## src/rtl/instr_sequencer.sv

```systemverilog
// instr_sequencer
//   Instruction fetch/sequence controller. Fetches a 16-bit instruction from
//   IDLE when run is high, then walks the control states for that opcode and
//   advances or loads the program counter when the instruction completes.
//
// Ports
//   clk        in   system clock, rising edge
//   reset      in   asynchronous active-high reset
//   run        in   permits a fetch from IDLE
//   instr      in   16-bit instruction word at address pc
//   count      in   register index from the external counter (onesAll loop)
//   branchAddr in   branch target from the bus
//   state      out  5-bit control state code for the decoder
//   fncode     out  latched instruction register
//   pc         out  program counter / instruction address
//   busy       out  high whenever state is not IDLE
//   halted     out  high while in HALT
module instr_sequencer #(
    parameter int         PC_W     = 8,
    parameter logic [3:0] LAST_REG = 4'd7
) (
    input  logic            clk,
    input  logic            reset,
    input  logic            run,
    input  logic [15:0]     instr,
    input  logic [3:0]      count,
    input  logic [PC_W-1:0] branchAddr,
    output logic [4:0]      state,
    output logic [15:0]     fncode,
    output logic [PC_W-1:0] pc,
    output logic            busy,
    output logic            halted
);

    localparam logic [4:0] ST_IDLE   = 5'b00000;
    localparam logic [4:0] ST_LOAD   = 5'b00001;
    localparam logic [4:0] ST_MOVE   = 5'b00010;
    localparam logic [4:0] ST_LDPC   = 5'b00011;
    localparam logic [4:0] ST_BRANCH = 5'b00100;
    localparam logic [4:0] ST_ADD0   = 5'b00101;
    localparam logic [4:0] ST_ADD1   = 5'b00110;
    localparam logic [4:0] ST_ADD2   = 5'b00111;
    localparam logic [4:0] ST_XOR0   = 5'b01000;
    localparam logic [4:0] ST_XOR1   = 5'b01001;
    localparam logic [4:0] ST_XOR2   = 5'b01010;
    localparam logic [4:0] ST_SUB0   = 5'b01011;
    localparam logic [4:0] ST_SUB1   = 5'b01100;
    localparam logic [4:0] ST_SUB2   = 5'b01101;
    localparam logic [4:0] ST_MUL0   = 5'b01110;
    localparam logic [4:0] ST_MUL1   = 5'b01111;
    localparam logic [4:0] ST_MUL2   = 5'b10000;
    localparam logic [4:0] ST_DIV0   = 5'b10001;
    localparam logic [4:0] ST_DIV1   = 5'b10010;
    localparam logic [4:0] ST_DIV2   = 5'b10011;
    localparam logic [4:0] ST_ONE0   = 5'b10100;
    localparam logic [4:0] ST_ONE1   = 5'b10101;
    localparam logic [4:0] ST_ONE2   = 5'b10110;
    localparam logic [4:0] ST_OA0    = 5'b10111;
    localparam logic [4:0] ST_OA1    = 5'b11000;
    localparam logic [4:0] ST_OA2    = 5'b11001;
    localparam logic [4:0] ST_OA3    = 5'b11010;
    localparam logic [4:0] ST_OA4    = 5'b11011;
    localparam logic [4:0] ST_OA5    = 5'b11100;
    localparam logic [4:0] ST_OA6    = 5'b11101;
    localparam logic [4:0] ST_HALT   = 5'b11110;

    localparam logic [PC_W-1:0] PC_ONE = {{(PC_W-1){1'b0}}, 1'b1};

    logic [4:0]      state_r;
    logic [15:0]     fncode_r;
    logic [PC_W-1:0] pc_r;
    logic            busy_r;
    logic            halted_r;

    logic [4:0]      state_nxt_s;
    logic [15:0]     fncode_nxt_s;
    logic [PC_W-1:0] pc_nxt_s;

    // Next-state, next-pc and instruction-latch decode.
    always_comb begin
        state_nxt_s  = state_r;
        fncode_nxt_s = fncode_r;
        pc_nxt_s     = pc_r;
        case (state_r)
            ST_IDLE: begin
                if (run) begin
                    fncode_nxt_s = instr;
                    case (instr[15:12])
                        4'h0:    state_nxt_s = ST_LOAD;
                        4'h1:    state_nxt_s = ST_MOVE;
                        4'h2:    state_nxt_s = ST_LDPC;
                        4'h3:    state_nxt_s = ST_BRANCH;
                        4'h4:    state_nxt_s = ST_ADD0;
                        4'h5:    state_nxt_s = ST_XOR0;
                        4'h6:    state_nxt_s = ST_SUB0;
                        4'h7:    state_nxt_s = ST_MUL0;
                        4'h8:    state_nxt_s = ST_DIV0;
                        4'h9:    state_nxt_s = ST_ONE0;
                        4'hA:    state_nxt_s = ST_OA0;
                        4'hF:    state_nxt_s = ST_HALT;
                        default: begin
                            // Illegal opcode behaves as a NOP: skip it without leaving IDLE.
                            state_nxt_s = ST_IDLE;
                            pc_nxt_s    = pc_r + PC_ONE;
                        end
                    endcase
                end else begin
                    state_nxt_s = ST_IDLE;
                end
            end
            // Terminal states: instruction done, advance to the next address.
            ST_LOAD, ST_MOVE, ST_LDPC, ST_ADD2, ST_XOR2, ST_SUB2,
            ST_MUL2, ST_DIV2, ST_ONE2, ST_OA6: begin
                state_nxt_s = ST_IDLE;
                pc_nxt_s    = pc_r + PC_ONE;
            end
            ST_BRANCH: begin
                state_nxt_s = ST_IDLE;
                pc_nxt_s    = branchAddr;
            end
            // Intermediate states of the multi-cycle ops are numbered consecutively.
            ST_ADD0, ST_ADD1, ST_XOR0, ST_XOR1, ST_SUB0, ST_SUB1,
            ST_MUL0, ST_MUL1, ST_DIV0, ST_DIV1, ST_ONE0, ST_ONE1,
            ST_OA0, ST_OA1, ST_OA2, ST_OA3, ST_OA4: begin
                state_nxt_s = state_r + 5'd1;
            end
            ST_OA5: begin
                // Loop over registers until the external counter reaches the last one.
                if (count == LAST_REG) begin
                    state_nxt_s = ST_OA6;
                end else begin
                    state_nxt_s = ST_OA2;
                end
            end
            ST_HALT: begin
                state_nxt_s = ST_HALT;
            end
            default: begin
                // Unused code: recover to IDLE without touching pc.
                state_nxt_s = ST_IDLE;
            end
        endcase
    end

    // State, instruction register, pc and status flags.
    always_ff @(posedge clk or posedge reset) begin
        if (reset) begin
            state_r  <= ST_IDLE;
            fncode_r <= 16'h0000;
            pc_r     <= {PC_W{1'b0}};
            busy_r   <= 1'b0;
            halted_r <= 1'b0;
        end else begin
            state_r  <= state_nxt_s;
            fncode_r <= fncode_nxt_s;
            pc_r     <= pc_nxt_s;
            // Flags are registered from the next state so they track state exactly.
            busy_r   <= (state_nxt_s != ST_IDLE);
            halted_r <= (state_nxt_s == ST_HALT);
        end
    end

    assign state  = state_r;
    assign fncode = fncode_r;
    assign pc     = pc_r;
    assign busy   = busy_r;
    assign halted = halted_r;

endmodule
```

## config.mk

```make
export PLATFORM = sky130hd
export DESIGN_NAME = instr_sequencer
export DESIGN_NICKNAME = d
export VERILOG_FILES = /design/src/rtl/instr_sequencer.sv
export SDC_FILE = /design/constraint.sdc
export NUM_CORES = 1
export LEC_CHECK = 0
export CAP_MARGIN = 10
export CORE_UTILIZATION = 49
export CTS_CLUSTER_DIAMETER = 30
export CTS_CLUSTER_SIZE = 20
export DETAILED_ROUTE_END_ITERATION = 7
export HOLD_SLACK_MARGIN = 0.06
export PLACE_DENSITY = 0.85
export SLEW_MARGIN = 20
export SYNTH_ARGS = -nofsm -noshare
export SYNTH_HDL_FRONTEND = slang
export SYNTH_SLANG_ARGS = --single-unit
```

## constraint.sdc

```tcl
create_clock -name clk -period 5.3 [get_ports clk]
set_clock_uncertainty 0.2 [all_clocks]
set_input_delay 1.06 -clock clk [delete_from_list [all_inputs] [get_ports clk]]
set_output_delay 1.06 -clock clk [all_outputs]
set_load 0.05 [all_outputs]
```

==> results of run 1 <==
## cell type report
cell class / count / area, um^2 / share of cell area
multi-input cells: 153 / 958 / 0.376
flip-flops and latches: 31 / 776 / 0.305
repair buffers: 62 / 618 / 0.243
clock buffers: 6 / 72.6 / 0.0285
well taps: 46 / 57.6 / 0.0226
inverters: 9 / 33.8 / 0.0133
clock inverters: 1 / 30.0 / 0.0118
## per-layer routing
| layer | routed length [um] | up-vias | share of wire | GRT usage |
|---|---|---|---|---|
| met5 | 0 | - | 0 | 0 |
| met1 | 1860 | 790 | 0.44 | 0.303 |
| met3 | 265 | 6 | 0.062 | 0.0456 |
| li1 | - | 832 | - | - |
| met2 | 2090 | 62 | 0.49 | 0.376 |
| met4 | 42 | 0 | 0.0098 | 0.0727 |
## where the power goes
part | switching, mW | total [mW] | internal, mW | leakage, nW
Clock | 0.0827 | 0.220 | 0.138 | 0.0513
Combinational | 0.720 | 1.12 | 0.397 | 0.690
Sequential | 0.103 | 0.450 | 0.347 | 0.384
Total | 0.906 | 1.79 | 0.881 | 1.13
## metrics by stage
stage	utilization	area (um^2)	total power [mW]	cells	worst slack, ps
final	0.740	2550	1.79	308	2070
after detailed placement	0.710	2440	1.57	301	1950
after global placement	0.710	2440	1.55	301	2020
after global routing	0.740	2550	1.89	308	2010
after CTS	0.740	2550	1.79	308	2090
after floorplan	-	1830	1.25	204	2510
## cell families after synthesis
group,count (synthesis)
xor gates and xnor gates,5
adders and majority gates,7
muxes,4
DFF,31
buffers and inverters,20
and+or+nand+nor,93
AOI/OAI and AO/OA,44
## placed cells by master (no fill, tap or decap), types with 3 or more instances in the layout
cell type	instances
a21oi_1	7
a31oi_1	3
a32oi_1	3
and3_1	5
clkbuf_8	5
clkdlybuf4s50_1	61
dfrtp_1	31
ha_1	6
inv_1	9
nand2_1	48
nand2b_1	4
nand3_1	10
nor2_1	11
nor2b_1	4
o21a_1	3
o21ai_0	5
o21ai_1	3
o22a_1	5
xnor2_1	3
## state kept, by name, indices dropped and copies added, names as in the netlist
register and count:
state 5, fncode 16, pc 8, halted 1, busy 1
## worst max path at each step
stage | start | to | slack (ps) | cells after the start
5_1_grt | state[2] | state[2] | 2010 | 1
3_3_place_gp | run | pc[7] | 2020 | 7
6_report | state[2] | state[2] | 2070 | 1
4_1_cts | state[2] | state[2] | 2090 | 1
2_1_floorplan | state[0] | busy | 2510 | 8
3_5_place_dp | run | pc[7] | 1950 | 7
==> flow_summary.json, run 1 <==
{
  "outcome": "finished, final reports clean",
  "routed_wl_um": 4270,
  "synth.distinct_cells": 48,
  "setup_viol": 0,
  "timing.rr.start": "state[0]",
  "synth_compound_area_frac": 0.184,
  "yosys.area.top_type": "dfrtp_1",
  "r2r.worst_path.cells": 8,
  "synthTopCellsByCount": "48 x nand2_1, 31 x dfrtp_1, 11 x nor2_1",
  "port_buffers": 61,
  "area_growth_syn_to_layout_pct": 39.5,
  "ys.flop_type": "dfrtp_1",
  "drv_cap": 0,
  "synth_xor_area_frac": 0.0240,
  "cp-start-kind": "flip-flop",
  "clkTransAtPathRegs_ps": 60,
  "power_density_nw_per_um2": 702,
  "synth_top_area_frac": 0.425,
  "synth_simple_gate_area_frac": 0.247,
  "htreeDepth": 2,
  "synth.net_count": 241,
  "vias": 1690,
  "core_area_um2": 3440,
  "grt_pass1_vias": 1529,
  "synth_area_per_cell_um2": 8.95,
  "insertedDiodeCount": 0,
  "drc": 0,
  "dr.pass1.iters": 4,
  "synth_edf_count": 0,
  "tightestPinTransition_ps": 633,
  "via_per_inst": 5.49,
  "synth_adder_area_share": 0.0466,
  "rsz0062_at_grt": "no",
  "arrival_ps": 1970,
  "max_stage_delay_ps": 940,
  "hold_start": "fncode[3]",
  "cts_buffers": 5,
  "cts.sink_count": 31,
  "grt_max_degree": 32,
  "cp_top_family": "buffers and inverters",
  "whs_path_depth": 2,
  "holdWs_ps": 274,
  "min_to": "fncode[3]",
  "p_leak_nw": 1.13,
  "finalCriticalPeriod_ps": 3230,
  "synth.most_common_cell": "nand2_1",
  "cp.required_ps": 4040,
  "reg2reg_setup_slack_ps": 2320,
  "place_congestion": 0.849,
  "cp_num_buf_inv": 1,
  "die_y_um": 63.0,
  "grt_pass1_wl_um": 7170,
  "clock_insertion_delay_worst_skew_ps": 280,
  "ios": 62,
  "start_util": 0.530,
  "maxSlewHeadroom": 0.578,
  "async_reset_ff_frac": 1.00,
  "final_hold_viol_count": 0,
  "cts_setup_buffers": 0,
  "clock.fmax_ghz": 0.310,
  "path_class": "flip-flop to output port",
  "netlist_area_um2": 1830,
  "fin_setup_tns_ps": 0,
  "die_area_um2": 3970,
  "cts_root_buf": "clkbuf_8",
  "nets": 299,
  "worstSetupEndpointType": "output port",
  "critPathMaxFanout": 19,
  "die-width_um": 63.0,
  "tritoncts": "yes",
  "seq_area_frac_synth": 0.425,
  "crit_chain": "clkdlybuf4s50_1",
  "hpwl_um": 3100,
  "wl_per_cell_um": 13.8,
  "fin_crit_sh": 0.609,
  "vdd_drop_max_uv": 405,
  "synth.area.top_cells": "dfrtp_1 42%, nand2_1 9.9%, ha_1 4.1%",
  "synthMuxAreaShare": 0.0233,
  "slowest_stage": "clkdlybuf4s50_1",
  "slew_viol_final": 0,
  "overflow": 0,
  "cts_buffer_depth": 2,
  "drt_iter0_markers": 96,
  "cts_resized": 0,
  "syn_inst": 204,
  "drive_above_1_share": 0.0687,
  "ant_nets": 0,
  "yosys_warnings": 0,
  "rows": 21,
  "synth_top_family_by_area": "simple AND/OR/NAND/NOR gates",
  "cts_hold_buf": 0,
  "antenna_found_initial": 0,
  "hold_path_class": "flip-flop to flip-flop",
  "ys_ff_latch": 31,
  "r2r-end": "pc[7]",
  "grtUsageTotal": 0.230,
  "nFillCells": 253
}
Power figures use the tool's default switching activity.
==> run 2: changes to the inputs <==
--- a/config.mk
+++ b/config.mk
@@ -6,12 +6,12 @@
 export NUM_CORES = 1
 export LEC_CHECK = 0
 export CAP_MARGIN = 10
-export CORE_UTILIZATION = 49
+export CORE_UTILIZATION = 41
 export CTS_CLUSTER_DIAMETER = 30
 export CTS_CLUSTER_SIZE = 20
 export DETAILED_ROUTE_END_ITERATION = 7
 export HOLD_SLACK_MARGIN = 0.06
-export PLACE_DENSITY = 0.85
+export PLACE_DENSITY = 0.76
 export SLEW_MARGIN = 20
 export SYNTH_ARGS = -nofsm -noshare
 export SYNTH_HDL_FRONTEND = slang
==> constraint.sdc (replaced) <==
create_clock -name clk -period 2.7 [get_ports clk]
set_clock_uncertainty 0.2 [all_clocks]
set_input_delay 0.54 -clock clk [delete_from_list [all_inputs] [get_ports clk]]
set_output_delay 0.54 -clock clk [all_outputs]
set_load 0.05 [all_outputs]
==> run 2 against run 1 <==
Sequential share of layout area decreased by 0.55 points. Global-route usage decreased by 4.2 points. Clock power increased by 77%. Cell area increased by 2.2%. Register-to-register slack got worse by 2200 ps. Highest routed layer unchanged. Cell count increased by 3.9%. Utilization decreased by 11 points. Sequential cell count unchanged.
==> flow_summary.json, run 2 (synthesized netlist as in run 1, its figures left out) <==
{
  "net-switching-power_mw": 1.78,
  "clkTransAtPathRegs_ps": 60,
  "drive_above_1_share": 0.107,
  "multi_input_area_um2": 958,
  "dr.pass1.iters": 4,
  "finalCriticalPeriod_ps": 2600,
  "whs_path_depth": 2,
  "via_per_inst": 5.21,
  "dp.cells": 312,
  "vias": 1668,
  "cts_buffers": 5,
  "p_int_mw": 1.75,
  "final_cells": 320,
  "fin_setup_tns_ps": 0,
  "layout_commonest_cell": "clkdlybuf4s50_1",
  "final_hold_viol_count": 0,
  "crit_cells": 7,
  "holdWs_ps": 276,
  "drt-met1-wl_um": 1940,
  "largest_reg_flops": 16,
  "maxSlewHeadroom": 0.644,
  "drc": 0,
  "cp_top_family": "simple AND/OR/NAND/NOR gates",
  "die_area_um2": 4720,
  "power.share.sequential": 0.247,
  "tritoncts": "yes",
  "swShare": 0.504,
  "outcome": "finished, final reports clean",
  "nets": 306,
  "seq_area_um2": 778,
  "grtUsageTotal": 0.188,
  "cp-start-kind": "flip-flop",
  "cts_buffer_depth": 2,
  "place_congestion": 0.943,
  "crit_chain": "inv_1 -> ha_1 -> or2_1 -> a221oi_2 -> and2_4 -> o221ai_2 -> or4b_1",
  "rows": 23,
  "drv_cap": 0,
  "start_util": 0.441,
  "cts_root_buf": "clkbuf_8",
  "setup_ws_ps": 96.1,
  "clockPowerShare": 0.110,
  "grt_pass1_wl_um": 6620,
  "critPathMaxFanout": 7,
  "arrival_ps": 2540,
  "p_total_mw": 3.53,
  "rsz0062_at_grt": "no",
  "hpwl_um": 3260,
  "power_density_nw_per_um2": 1360,
  "drt_iter0_markers": 109,
  "wl_met2_um": 2070,
  "dp_worst_setup_slack_ps": 44.2,
  "slew_viol_final": 0,
  "wl_per_cell_um": 13.3,
  "overflow": 0,
  "routed_wl_um": 4270,
  "port_buffers": 61,
  "setup_viol": 0,
  "cts.sink_count": 31,
  "routed.top_layer": "met4",
  "clock_insertion_delay_worst_skew_ps": 270,
  "wl_met3_um": 216,
  "ios": 62,
  "die_y_um": 68.7,
  "power_frac_comb": 0.643,
  "area_growth_syn_to_layout_pct": 42.5,
  "nFillCells": 371,
  "insertedDiodeCount": 0,
  "fin_crit_sh": 0.964,
  "final_cell_mix": "60 x clkdlybuf4s50_1, 48 x nand2_1, 29 x dfrtp_1, 11 x nor2_1, 10 x nand3_1",
  "r2r.worst_path.cells": 7,
  "antenna_found_initial": 0,
  "placed_cell_area_um2": 2500,
  "core_area_um2": 4140,
  "hold_path_class": "flip-flop to flip-flop",
  "final_area_um2": 2600,
  "cp.required_ps": 2640,
  "worstSetupEndpointType": "flip-flop",
  "cts_setup_buffers": 0,
  "cts_hold_buf": 0,
  "grt_pass1_vias": 1522,
  "die-width_um": 68.7,
  "utilization": 0.628,
  "grt_max_degree": 32,
  "cp_num_buf_inv": 1,
  "clock.fmax_ghz": 0.384,
  "vdd_drop_max_uv": 801,
  "ant_nets": 0,
  "max_stage_delay_ps": 510,
  "cts_resized": 0,
  "path_class": "flip-flop to flip-flop",
  "tightestPinTransition_ps": 532,
  "p_leak_nw": 1.16,
  "htreeDepth": 2,
  "slowest_stage": "or4b_1"
}
## run 2: worst reg2reg max path, stage by stage, from the launching register on
cell      delay (ps)
dfrtp_2          430
inv_1             80
ha_1             270
or2_1            280
a221oi_2         350
and2_4           230
o221ai_2         120
or4b_1           510
## run 2: worst paths after layout
path	startpoint	end	slack, ps
setup / recovery	state[0]	busy	100
hold / removal	fncode[0]	fncode[0]	280
setup reg to reg	state[0]	busy	100
hold reg to reg	fncode[0]	fncode[0]	280
max in group asynchronous	reset	state[1]	1550
min in group asynchronous	reset	pc[0]	450
## run 2: area by class of cell
cell class / count / share of cell area
multi-input combinational: 153 / 0.368
clock buffer: 8 / 0.0385
sequential: 31 / 0.299
inverter: 9 / 0.0130
timing repair buffer: 69 / 0.257
tap: 50 / 0.0241
## run 2: power by group through the flow
stage          clock network (mW)  registers (mW)  logic [mW]
2_1_floorplan                   0            1.57       0.888
3_3_place_gp                    0           0.872        2.26
3_5_place_dp                    0           0.876        2.28
4_1_cts                     0.396           0.869        2.29
5_1_grt                     0.418           0.904        2.44
6_report                    0.390           0.872        2.27
## run 2: routing by layer
metal	vias up	GRT usage
met5	-	0
met4	0	0.0612
met3	4	0.0493
met2	53	0.308
met1	776	0.241
li1	835	-
==> RTL change: new RTL, config.mk and constraints of run 2 <==
Remove the register `halted_r`: a continuous assignment takes its place, so the output `halted` follows one clock earlier.
--- a/src/rtl/instr_sequencer.sv
+++ b/src/rtl/instr_sequencer.sv
@@ -151,3 +151,2 @@
             busy_r   <= 1'b0;
-            halted_r <= 1'b0;
         end else begin
@@ -158,5 +157,6 @@
             busy_r   <= (state_nxt_s != ST_IDLE);
-            halted_r <= (state_nxt_s == ST_HALT);
         end
     end
+
+    assign halted_r = (state_nxt_s == ST_HALT);
 
Formal check against the unedited RTL: not equivalent (Yosys sat finds a counterexample within 4 cycles, from zero or initial values and one cycle with reset high).
==> RTL change against run 2 <==
The run now ends with setup timing left. Via count increased by 13%. Area after synthesis down 0.62%. Total power grew 18%. Fmax fell by 19%. Sequential cell count shrank 1. Design area rose by 16%. Routed wire length rose by 14%. Worst hold slack got worse by 3.6 ps. Die area down 0.60%. Critical path depth up 2. Core utilization increased by 11 points. Sequential power down 0.8%. Worst setup slack got worse by 610 ps. Largest cell class unchanged.
==> RTL change: results (changes against run 2) <==
status:
  status: "complete, but fails checks"  # was finished clean
  violations: "setup timing"
pwr:
  peakVddDrop_mv: 0.875  # was 0.801 mV
routing:
  drt_iter0_markers: 78  # was 109
  wl_per_cell_um: 13.1  # was 13.3 um
  wl_met1_um: 2230  # was 1940 um
  met2_length_um: 2340  # was 2070 um
  wl_met3_um: 230  # was 216 um
  via_per_inst: 5.08  # was 5.21
finish:
  multi_input_cells: 162  # was 153
  nNonClkBuffers: 114  # was 69
  area_growth_pct: 67.0  # was 42.5%
  clkCellAreaFrac: 0.0301  # was 0.0385
  inverters: 7  # was 9
  fin_nets: 357  # was 306
  fillerInstances: 302  # was 371
  nonClkBufAreaFrac: 0.344  # was 0.257
  sh_seq_area: 0.249  # was 0.299
  seqCellArea_um2: 754  # was 778 um^2
  drive_above_1_share: 0.265  # was 0.107
  multi_input_area_mm2: 0.00105  # was 958 um^2
critical_path:
  crit_end: "halted"  # was busy
  cpPeakStageDelay_ps: 430  # was 510 ps
  critical-path-top-delay-family: "compound AO/OA/AOI/OAI gates"  # was simple AND/OR/NAND/NOR gates
  worst_path_max_delay_cell: "dfrtp_2"  # was or4b_1
  ff2ff_setup_slack_ps: -140  # was 100 ps
  r2r-start: "state[1]"  # was state[0]
  worstSetupStartpoint: "state[0]"  # unchanged
  worst_r2r_path_depth: 10  # was 7
  cp_max_fo: 6  # was 7
cts:
  cts_setup_buffers: 9  # was 0
  cts-resized-gates: 7  # was 0
timing:
  finalWorstSetupSlack_ps: -516  # was 96.1 ps
  hold_slack_ps: 272  # was 276 ps
  relSlewSlack: 0.622  # was 0.644
  setup_viol: 2  # was 0
  tns_ps: -661  # was 0 ps
synthesis:
  yosysSeqAreaShare: 0.414  # was 0.425
  synth_fa_ha_area_frac: 0.0414  # was 0.0466
  synth-compound-area-share: 0.199  # was 0.184
  synth_mux_area_frac: 0.00552  # was 0.0233
  yosys-top-cells-count: "58 x nand2_1, 30 x dfrtp_1, 16 x a21oi_1"  # was 48 x nand2_1, 31 x dfrtp_1, 11 x nor2_1
  synthTopCellsByArea: "dfrtp_1 41%, nand2_1 12%, a21oi_1 4.4%, ha_1 4.1%, nand3_1 2.8%"  # was dfrtp_1 42%, nand2_1 9.9%, ha_1 4.1%, nand3_1 2.7%, o22a_1 2.4%
  ys_seq_elements: 30  # was 31
  synth_nets: 249  # was 241
  synth_xor_area_frac: 0.0234  # was 0.0240
global_routing:
  met1_usage: 0.288  # was 0.241
  grt_pass1_vias: 1724  # was 1522
  track_usage: 0.225  # was 0.188
  grt_pass1_wl_um: 7540  # was 6620 um
  grt_use_met3: 0.0691  # was 0.0493
  grt_max_degree: 31  # was 32
placed_design:
  place_area_mm2: 0.00278  # was 0.00250 mm^2
  dp_cells: 352  # was 312
  dp_hpwl_um: 3490  # was 3260 um
[RTL change: changes by cell type after synthesis, sizes merged, moves of 3 or more]
cell / change
a211oi: +3
o21ai: +4
a32oi: -3
nand2: +9
a21oi: +9
o22a: -5
nor2: -6
[RTL change: how the worst min path moves through the flow]
| stage | start | end | cells after the start |
|---|---|---|---|
| 6_report | fncode[9] | fncode[9] | 2 |
| 5_1_grt | fncode[13] | fncode[13] | 2 |
| 4_1_cts | fncode[9] | fncode[9] | 2 |
| 3_5_place_dp | fncode[9] | fncode[9] | 2 |
| 3_3_place_gp | fncode[4] | fncode[4] | 2 |
| 2_1_floorplan | reset | busy | 1 |
[RTL change: power breakdown]
| part | leakage [nW] | switching [mW] | internal (mW) |
|---|---|---|---|
| Clock | 0.0482 | 0.167 | 0.205 |
| Sequential | 0.363 | 0.190 | 0.675 |
| Combinational | 1.01 | 1.67 | 1.25 |
| Total | 1.42 | 2.03 | 2.13 |
